<file path="src/rtl/multicycle_sequencer.sv">
// Multi-cycle instruction sequencer: FETCH -> DECODE -> EXEC -> MEM -> COMMIT over one shared memory port.
// Latency (zero-wait memory): ALU/lui/branch 4 cycles, lw/sw 5, jumps 3, syscall 3 + handler cycles.
// Backpressure: mem_ready low stalls FETCH/MEM (FAULT after MAX_WAIT cycles); syscall_done low stalls SYSCALL.
//
// Ports:
//   clk, reset        rising-edge clock; synchronous active-high reset (highest priority)
//   run               leave IDLE / continue after COMMIT (sampled only in those states)
//   opcode[4:0]       IR opcode, sampled in DECODE into op_q
//   mem_ready         acknowledge for mem_req (ignored outside FETCH/MEM)
//   syscall_done      handler completion (ignored outside SYSCALL)
//   mem_req, mem_we, mem_sel_data, ir_write, alu_en, reg_wb, pc_write, syscall_req
//                     datapath controls, combinational from state, op_q and mem_ready
//   halted, fault     sticky terminal indications (held until reset)
//   retired[CNT_W-1:0] retired-instruction counter, wraps
//   state_o[3:0]      current state encoding for debug
module multicycle_sequencer #(
  parameter int MAX_WAIT = 16,
  parameter int CNT_W    = 16
) (
  input  logic             clk,
  input  logic             reset,
  input  logic             run,
  input  logic [4:0]       opcode,
  input  logic             mem_ready,
  input  logic             syscall_done,
  output logic             mem_req,
  output logic             mem_we,
  output logic             mem_sel_data,
  output logic             ir_write,
  output logic             alu_en,
  output logic             reg_wb,
  output logic             pc_write,
  output logic             syscall_req,
  output logic             halted,
  output logic             fault,
  output logic [CNT_W-1:0] retired,
  output logic [3:0]       state_o
);

  typedef enum logic [3:0] {
    S_IDLE    = 4'd0,
    S_FETCH   = 4'd1,
    S_DECODE  = 4'd2,
    S_EXEC    = 4'd3,
    S_MEM     = 4'd4,
    S_SYSCALL = 4'd5,
    S_COMMIT  = 4'd6,
    S_HALT    = 4'd7,
    S_FAULT   = 4'd8
  } state_t;

  localparam logic [4:0] OP_SW      = 5'b00001;
  localparam logic [4:0] OP_JAL     = 5'b00010;
  localparam logic [4:0] OP_BEQ     = 5'b00101;
  localparam logic [4:0] OP_J       = 5'b00110;
  localparam logic [4:0] OP_LW      = 5'b01001;
  localparam logic [4:0] OP_JR      = 5'b01010;
  localparam logic [4:0] OP_BNE     = 5'b01101;
  localparam logic [4:0] OP_SYSCALL = 5'b10110;
  localparam logic [4:0] OP_EXIT    = 5'b11111;

  // Last wait count at which an unacknowledged request is still tolerated.
  localparam logic [7:0] WAIT_LAST = 8'(MAX_WAIT - 1);

  state_t           r_state;
  state_t           w_next;
  logic [4:0]       r_op_q;
  logic [7:0]       r_wait_cnt;
  logic [CNT_W-1:0] r_retired;

  logic w_wait_inc;   // request outstanding and not yet timed out
  logic w_retire;     // COMMIT cycle: count the instruction
  logic w_latch_op;   // DECODE cycle: capture opcode
  logic w_no_wb;      // instruction has no register-file result

  assign w_no_wb = (r_op_q == OP_SW) || (r_op_q == OP_BEQ) || (r_op_q == OP_BNE) ||
                   (r_op_q == OP_J)  || (r_op_q == OP_JR)  || (r_op_q == OP_SYSCALL);

  assign retired = r_retired;
  assign state_o = r_state;

  always_ff @(posedge clk) begin
    if (reset) begin
      r_state    <= S_IDLE;
      r_op_q     <= 5'd0;
      r_wait_cnt <= 8'd0;
      r_retired  <= '0;
    end else begin
      r_state <= w_next;
      if (w_latch_op) begin
        r_op_q <= opcode;
      end
      // Anything other than an outstanding, still-legal wait zeroes the
      // counter, so every entry into FETCH or MEM starts from 0.
      r_wait_cnt <= w_wait_inc ? (r_wait_cnt + 8'd1) : 8'd0;
      if (w_retire) begin
        r_retired <= r_retired + CNT_W'(1);
      end
    end
  end

  always_comb begin
    w_next       = r_state;
    w_wait_inc   = 1'b0;
    w_retire     = 1'b0;
    w_latch_op   = 1'b0;
    mem_req      = 1'b0;
    mem_we       = 1'b0;
    mem_sel_data = 1'b0;
    ir_write     = 1'b0;
    alu_en       = 1'b0;
    reg_wb       = 1'b0;
    pc_write     = 1'b0;
    syscall_req  = 1'b0;
    halted       = 1'b0;
    fault        = 1'b0;

    case (r_state)
      S_IDLE: begin
        if (run) begin
          w_next = S_FETCH;
        end
      end

      S_FETCH: begin
        mem_req = 1'b1;
        if (mem_ready) begin
          ir_write = 1'b1;
          w_next   = S_DECODE;
        end else if (r_wait_cnt == WAIT_LAST) begin
          w_next = S_FAULT;
        end else begin
          w_wait_inc = 1'b1;
        end
      end

      S_DECODE: begin
        // Branch on the live opcode; op_q holds it from the next cycle on.
        w_latch_op = 1'b1;
        case (opcode)
          OP_EXIT:               w_next = S_HALT;
          OP_SYSCALL:            w_next = S_SYSCALL;
          OP_JAL, OP_J, OP_JR:   w_next = S_COMMIT;
          default:               w_next = S_EXEC;
        endcase
      end

      S_EXEC: begin
        alu_en = 1'b1;
        if ((r_op_q == OP_LW) || (r_op_q == OP_SW)) begin
          w_next = S_MEM;
        end else begin
          w_next = S_COMMIT;
        end
      end

      S_MEM: begin
        mem_req      = 1'b1;
        mem_sel_data = 1'b1;
        mem_we       = (r_op_q == OP_SW);
        if (mem_ready) begin
          w_next = S_COMMIT;
        end else if (r_wait_cnt == WAIT_LAST) begin
          w_next = S_FAULT;
        end else begin
          w_wait_inc = 1'b1;
        end
      end

      S_SYSCALL: begin
        syscall_req = 1'b1;
        if (syscall_done) begin
          w_next = S_COMMIT;
        end
      end

      S_COMMIT: begin
        pc_write = 1'b1;
        reg_wb   = !w_no_wb;
        w_retire = 1'b1;
        w_next   = run ? S_FETCH : S_IDLE;
      end

      S_HALT: begin
        halted = 1'b1;
      end

      S_FAULT: begin
        fault = 1'b1;
      end

      default: begin
        w_next = S_IDLE;
      end
    endcase
  end

endmodule

</file>
<file path="config.mk">
export PLATFORM = sky130hd
export DESIGN_NAME = multicycle_sequencer
export DESIGN_NICKNAME = d
export VERILOG_FILES = /design/src/rtl/multicycle_sequencer.sv
export SDC_FILE = /design/constraint.sdc
export NUM_CORES = 1
export LEC_CHECK = 0
export BUFFER_PORTS_ARGS = -buffer_cell sky130_fd_sc_hd__buf_2
export CAP_MARGIN = 10
export CORE_MARGIN = 4
export CORE_UTILIZATION = 47
export CTS_CLUSTER_SIZE = 25
export DETAILED_ROUTE_END_ITERATION = 7
export PLACE_DENSITY = 0.74
export SYNTH_ARGS = -nofsm -noshare
export SYNTH_HDL_FRONTEND = slang
export SYNTH_SLANG_ARGS = --single-unit
</file>
<file path="constraint.sdc">
create_clock -name clk -period 1.8 [get_ports clk]
set_clock_uncertainty 0.2 [all_clocks]
set_input_delay 0.18 -clock clk [delete_from_list [all_inputs] [get_ports clk]]
set_output_delay 0.18 -clock clk [all_outputs]
set_load 0.05 [all_outputs]
</file>
After elaboration in Yosys (flattened, before gate mapping)
Cells that the tools add are included.
{"block": "op_classes", "muxes": 24, "addsub": 2, "n_eq_ne": 23, "n_bitwise": 2, "n_reduce_logical": 13}
{"operator": "case mux 4 bit (8 select lines)", "n": 1}
{"operator": "equality test 5 x 4 -> 1 bit, second input constant", "n": 4}
{"operator": "two-way mux 4 bit", "n": 5}
{"operator": "adder 16 x 1 -> 16 bit, second input constant", "n": 1}
{"operator": "equality test 4 x 3 -> 1 bit, second input constant", "n": 4}
{"operator": "two-way mux 1 bit", "n": 16}
{"operator": "equality test 5 x 3 -> 1 bit, second input constant", "n": 3}
{"operator": "equality test 5 bit, second input constant", "n": 3}
{"operator": "case mux 3 bit (3 select lines)", "n": 1}
{"operator": "adder 8 x 1 -> 8 bit, second input constant", "n": 1}
{"operator": "equality test 4 x 2 -> 1 bit, second input constant", "n": 2}
{"operator": "equality test 8 x 4 -> 1 bit, second input constant", "n": 1}
{"operator": "logical OR 1 bit", "n": 6}
{"operator": "OR reduction 2 bit", "n": 3}
{"operator": "equality test 5 x 1 -> 1 bit, second input constant", "n": 1}
{"operator": "equality test 5 x 2 -> 1 bit, second input constant", "n": 1}
{"operator": "equality test 4 x 1 -> 1 bit, second input constant", "n": 1}
{"operator": "equality test 4 bit, second input constant", "n": 1}
{"operator": "zero test 4 bit", "n": 1}
{"operator": "!= test 2 bit, second input constant", "n": 2}
{"operator": "AND reduction 3 bit", "n": 1}
{"operator": "OR reduction 3 bit", "n": 1}
{"operator": "two-way mux 2 bit", "n": 1}
{"operator": "inverter 1 bit", "n": 2}
{"operator": "zero test 1 bit", "n": 1}
{"block": "totals", "in_bits": 10, "word_cells": 68, "register_bits": 33, "output_inout_bits": 30}

Longest topological paths before layout
{"block": "depth", "ltp_word": 8, "mapped_depth": 6, "mapped_depth_nobuf": 5}

Worst setup path before layout
No wires, ideal clock.
{"block": "synth_timing", "path_kind": "register to output", "startpoint": "reg r_state[2], in the netlist state_o[2]", "endpoint": "out mem_we", "arrival_time_ns": 4.032, "t_required_ns": 1.420, "slack_ns": -2.612, "path_stages_with_launch": 4, "path_buffers": 1, "path_cell_list": "dfxtp_1 > clkbuf_1 > nor4b_1 > nor3b_1"}
{"block": "synth_via", "elab_chain_cells": 2}
{"item": "start, declared", "line_no": "65", "text": "state_t r_state;"}
{"item": "start signal, assigned", "line_no": "89", "text": "r_state <= w_next;"}
{"item": "equality test 4 x 3 -> 1 bit", "line_no": "118", "text": "case (r_state)"}
{"item": "two-way mux 1 bit", "line_no": "118"}
{"item": "end, declared", "line_no": "27", "text": "output logic mem_we,"}
No other way between the ends.

Worst setup path after layout
{"block": "layout_timing", "startpoint": "reg r_op_q[1]", "endpoint": "out mem_we"}
{"block": "layout_via", "elab_chain_cells": 2}
{"item": "start, declared", "line_no": "67", "text": "logic [4:0] r_op_q;"}
{"item": "start signal, assigned", "line_no": "91", "text": "r_op_q <= opcode;"}
{"item": "equality test 5 x 1 -> 1 bit", "line_no": "160", "text": "mem_we = (r_op_q == OP_SW);"}
{"item": "two-way mux 1 bit", "line_no": "118"}
No other way between the ends.

==> results.txt <==
----------------------------------------------------
[Finish]
  Fill count ... 223
  Area occupied by registers ... approximately 690 um^2
  Most frequent standard cell in the layout excluding fill and tap cells ... buf_2
  Layout Cells excl Fill ... 316
  Final design area excluding fillers ... between 2000 and 3000 um^2
  Fraction of layout instances using a drive strength above 1 ... about 47%
  Commonest cells after routing, fill and taps aside ... 29 x buf_2, 28 x nor2_1, 27 x buf_4
  Nets ... around 280
  Diodes inserted ... 0
  Footprint of the multi-input gates ... 1140 um^2
  Area delta synth->final ... 55.0%

[Floorplan]
  Die Outline Area ... ~4600 um^2
  Core box area ... 3390 um^2
  Height of the chip ... between 60 and 70 um
  Width of the die ... just under 70 um
  Starting density of the core ... between 40 and 50%
  Number of core rows ... 21
  Io pins ... 40

[Place]
  Worst setup slack after placement ... -0.0591 ns
  Hpwl dp ... 2820 um
  Placed cell count ... between 200 and 300
  Port buffer count ... 39
  Routability congestion estimate from global placement ... 0.812
  Standard cell area after detailed placement ... between 2000 and 2500 um^2

[Route]
  DRT antenna net count ... 0
  Vias after detailed routing ... about 1700
  DRT Pass-1 Iters ... 4
  Wire per inst ... roughly 14 um
  Starting DRT DRC Count ... slightly above 100
  Remaining DRCs ... 0
  Wirelength, routed ... 4530 um
  DR vias/cell ... 5.35

[STA]
  Relative slew slack ... about two thirds
  Tcrit/Tclk final ... 111%
  Final critical delay including setup and external delays ... 1.99 ns
  Hold Violations, Final ... 0
  RSZ-0062 raised after global routing ... true
  PnR worst setup slack ... -0.192 ns
  Transition time at the pin with the least slew margin ... 0.500 ns
  Slew Limit Fails ... 0
  Fmax ... ~500 MHz
  Number of endpoints failing setup at the final stage ... 6

[CTS]
  CTS tree ... yes
  Root Buffer ... clkbuf_4
  Clock insertion delay at the later pin of the skew report ... approximately 0.33 ns
  Maximum level of the CTS H-tree ... 2
  Num CTS Buffers ... 5
  Clock tree sinks ... 33
  Post-CTS clock slew at the launch and capture registers of the worst setup and hold paths ... approximately 0.09 ns
  Maximum buffer depth of the clock tree ... 2

[Yosys]
  Mapped Avg Cell Area ... 8.53 um^2
  Count of unique library cells instantiated by Yosys ... 47
  Post-synth ARST share ... 0%
  Number of enable-type register cells in the synthesized netlist ... 0
  Dominant cell type by area after synthesis ... dfxtp_1
  Mapped Nets ... just over 200
  Predominant post-synthesis flop cell ... dfxtp_1
  Post-synthesis cell area ... around 1700 um^2
  Share of synthesized area occupied by flip-flops and latches ... around two fifths
  Fraction of post-synthesis cell area in the top cell type by area ... 39.7%
  Number of standard cells after synthesis ... ~200
  Number of synthesis warnings ... 0
  Cells taking the most area after synthesis ... dfxtp_1 40%, nor2_1 6.5%, xor2_1 4.2%, xnor2_1 3.7%, mux2i_1 3.6%
  Total of flip-flops plus latches after synthesis ... 33

[Worst setup path]
  CP Launch Type ... flip-flop
  CP max FO ... 2
  Category of the most critical setup path ... reg2out
  Crit path capture type ... primary output
  Required time reported for the critical path endpoint ... roughly 1.4 ns
  Data arrival time of the worst path ... roughly 1.6 ns

[GRT]
  Maximum number of pins on one net before global-route repair ... 15
  Total gr overflow ... 0
  Global-route wire length before repair ... approximately 6800 um
  Aggregate global-route resource usage ... approximately 20%
  Vias in the first global route ... ~1500
  Initial antenna violation count ... 0

[Power and ir drop]
  Peak supply drop ... about 0.55 mV
  Power per cell area ... about 550 nW/um^2
  Static leakage power ... 1.02 nW

[Worst hold path]
  Class of the tightest hold or removal check ... in2reg

[Flow run]
  Count of maximum capacitance violations ... 0

[Status]
  Run status ... complete, but fails checks
  Violated checks ... negative setup slack

----------------------------------------------------
cells by family after synthesis:
group | count (synthesis) | synth area share, %
DFF | 33 | 39.7
xor gates and xnor gates | 15 | 7.89
buffers and inverters | 15 | 3.46
AOI/OAI and AO/OA | 29 | 11.2
adders and majority gates | 2 | 1.50
and+or+nand+nor | 93 | 31.3
muxes | 8 | 4.96
routing by layer:
metal | track usage (%) | vias to the layer above | share of wire (%)
met4 | 6.08 | 0 | 1.1
met3 | 4.99 | 6 | 4.4
met1 | 24.8 | 808 | 44
met5 | 0 | - | 0
li1 | - | 847 | -
met2 | 32.4 | 30 | 51
area by class of cell:
type	instances	area share, %
multi-input cells	147	44.3
flip-flops and latches	33	26.9
repair buffers	76	23.0
clock buffers	8	2.28
well taps	46	2.23
inverters	6	1.16
worst paths after layout:
check                                                end                      from  depth (start not counted)  slack, ns
worst max-delay path                              mem_we    r_op_q[1]$_SDFFE_PP0P_                          3      -0.19
worst min-delay path             state_o[2]$_SDFFE_PP0P_                       run                          4       0.06
worst max register to register  retired[13]$_SDFFE_PP0P_   state_o[1]$_SDFFE_PP0P_                          5      -0.06
worst min register to register  r_wait_cnt[0]$_SDFF_PP0_  r_wait_cnt[0]$_SDFF_PP0_                          1       0.24
stage by stage:
stage                     hold WS, ns  util [%]  power, W  setup TNS [ns]
final                          0.0627      76.1   0.00142          -0.509
after global routing           0.0554      76.1   0.00149           -1.19
after CTS                      0.0253      70.7   0.00139          -0.371
after detailed placement        0.232      63.3  0.000935          -0.137
after global placement          0.226      63.3  0.000935               0
after floorplan                 0.127         -  0.000883           -1.65
critical path: stages, from the launching register on:
cell     delay (ns)
dfxtp_1        0.33
or4b_4         0.56
nor3b_4        0.22
buf_6          0.18
sequential cells by signal (all words and copies together) (netlist names):
name        cells
r_wait_cnt      8
r_op_q          5
retired        16
state_o         4
timing repair:
item | CTS | global route
hold buffers | 6 | 0
setup buffers | 1 | 9
resized for setup | 34 | 31
pin swaps | 4 | 17
hold endpoints to repair | 8 | 0
setup endpoints to repair | 14 | 25
power breakdown:
part | total (W) | internal [W] | switching, W
logic | 0.000247 | 0.000113 | 0.000134
clock network | 0.000430 | 0.000193 | 0.000237
registers | 0.000742 | 0.000733 | 0.00000943
total | 0.00142 | 0.00104 | 0.000380
cell usage after synthesis, types with 3 or more instances:
library cell  instances
or3_1                 6
nor3_1                6
clkbuf_1              7
nand3_1               7
o21ai_0               5
and3_1                4
mux2i_1               6
nor4_1                3
inv_1                 5
dfxtp_1              33
nand2b_1              3
nand2_1              11
xor2_1                8
nor2_1               29
nor2b_1               4
nand4_1               4
xnor2_1               7
a21oi_1              10
No activity file was read; power rests on OpenSTA's default activity.
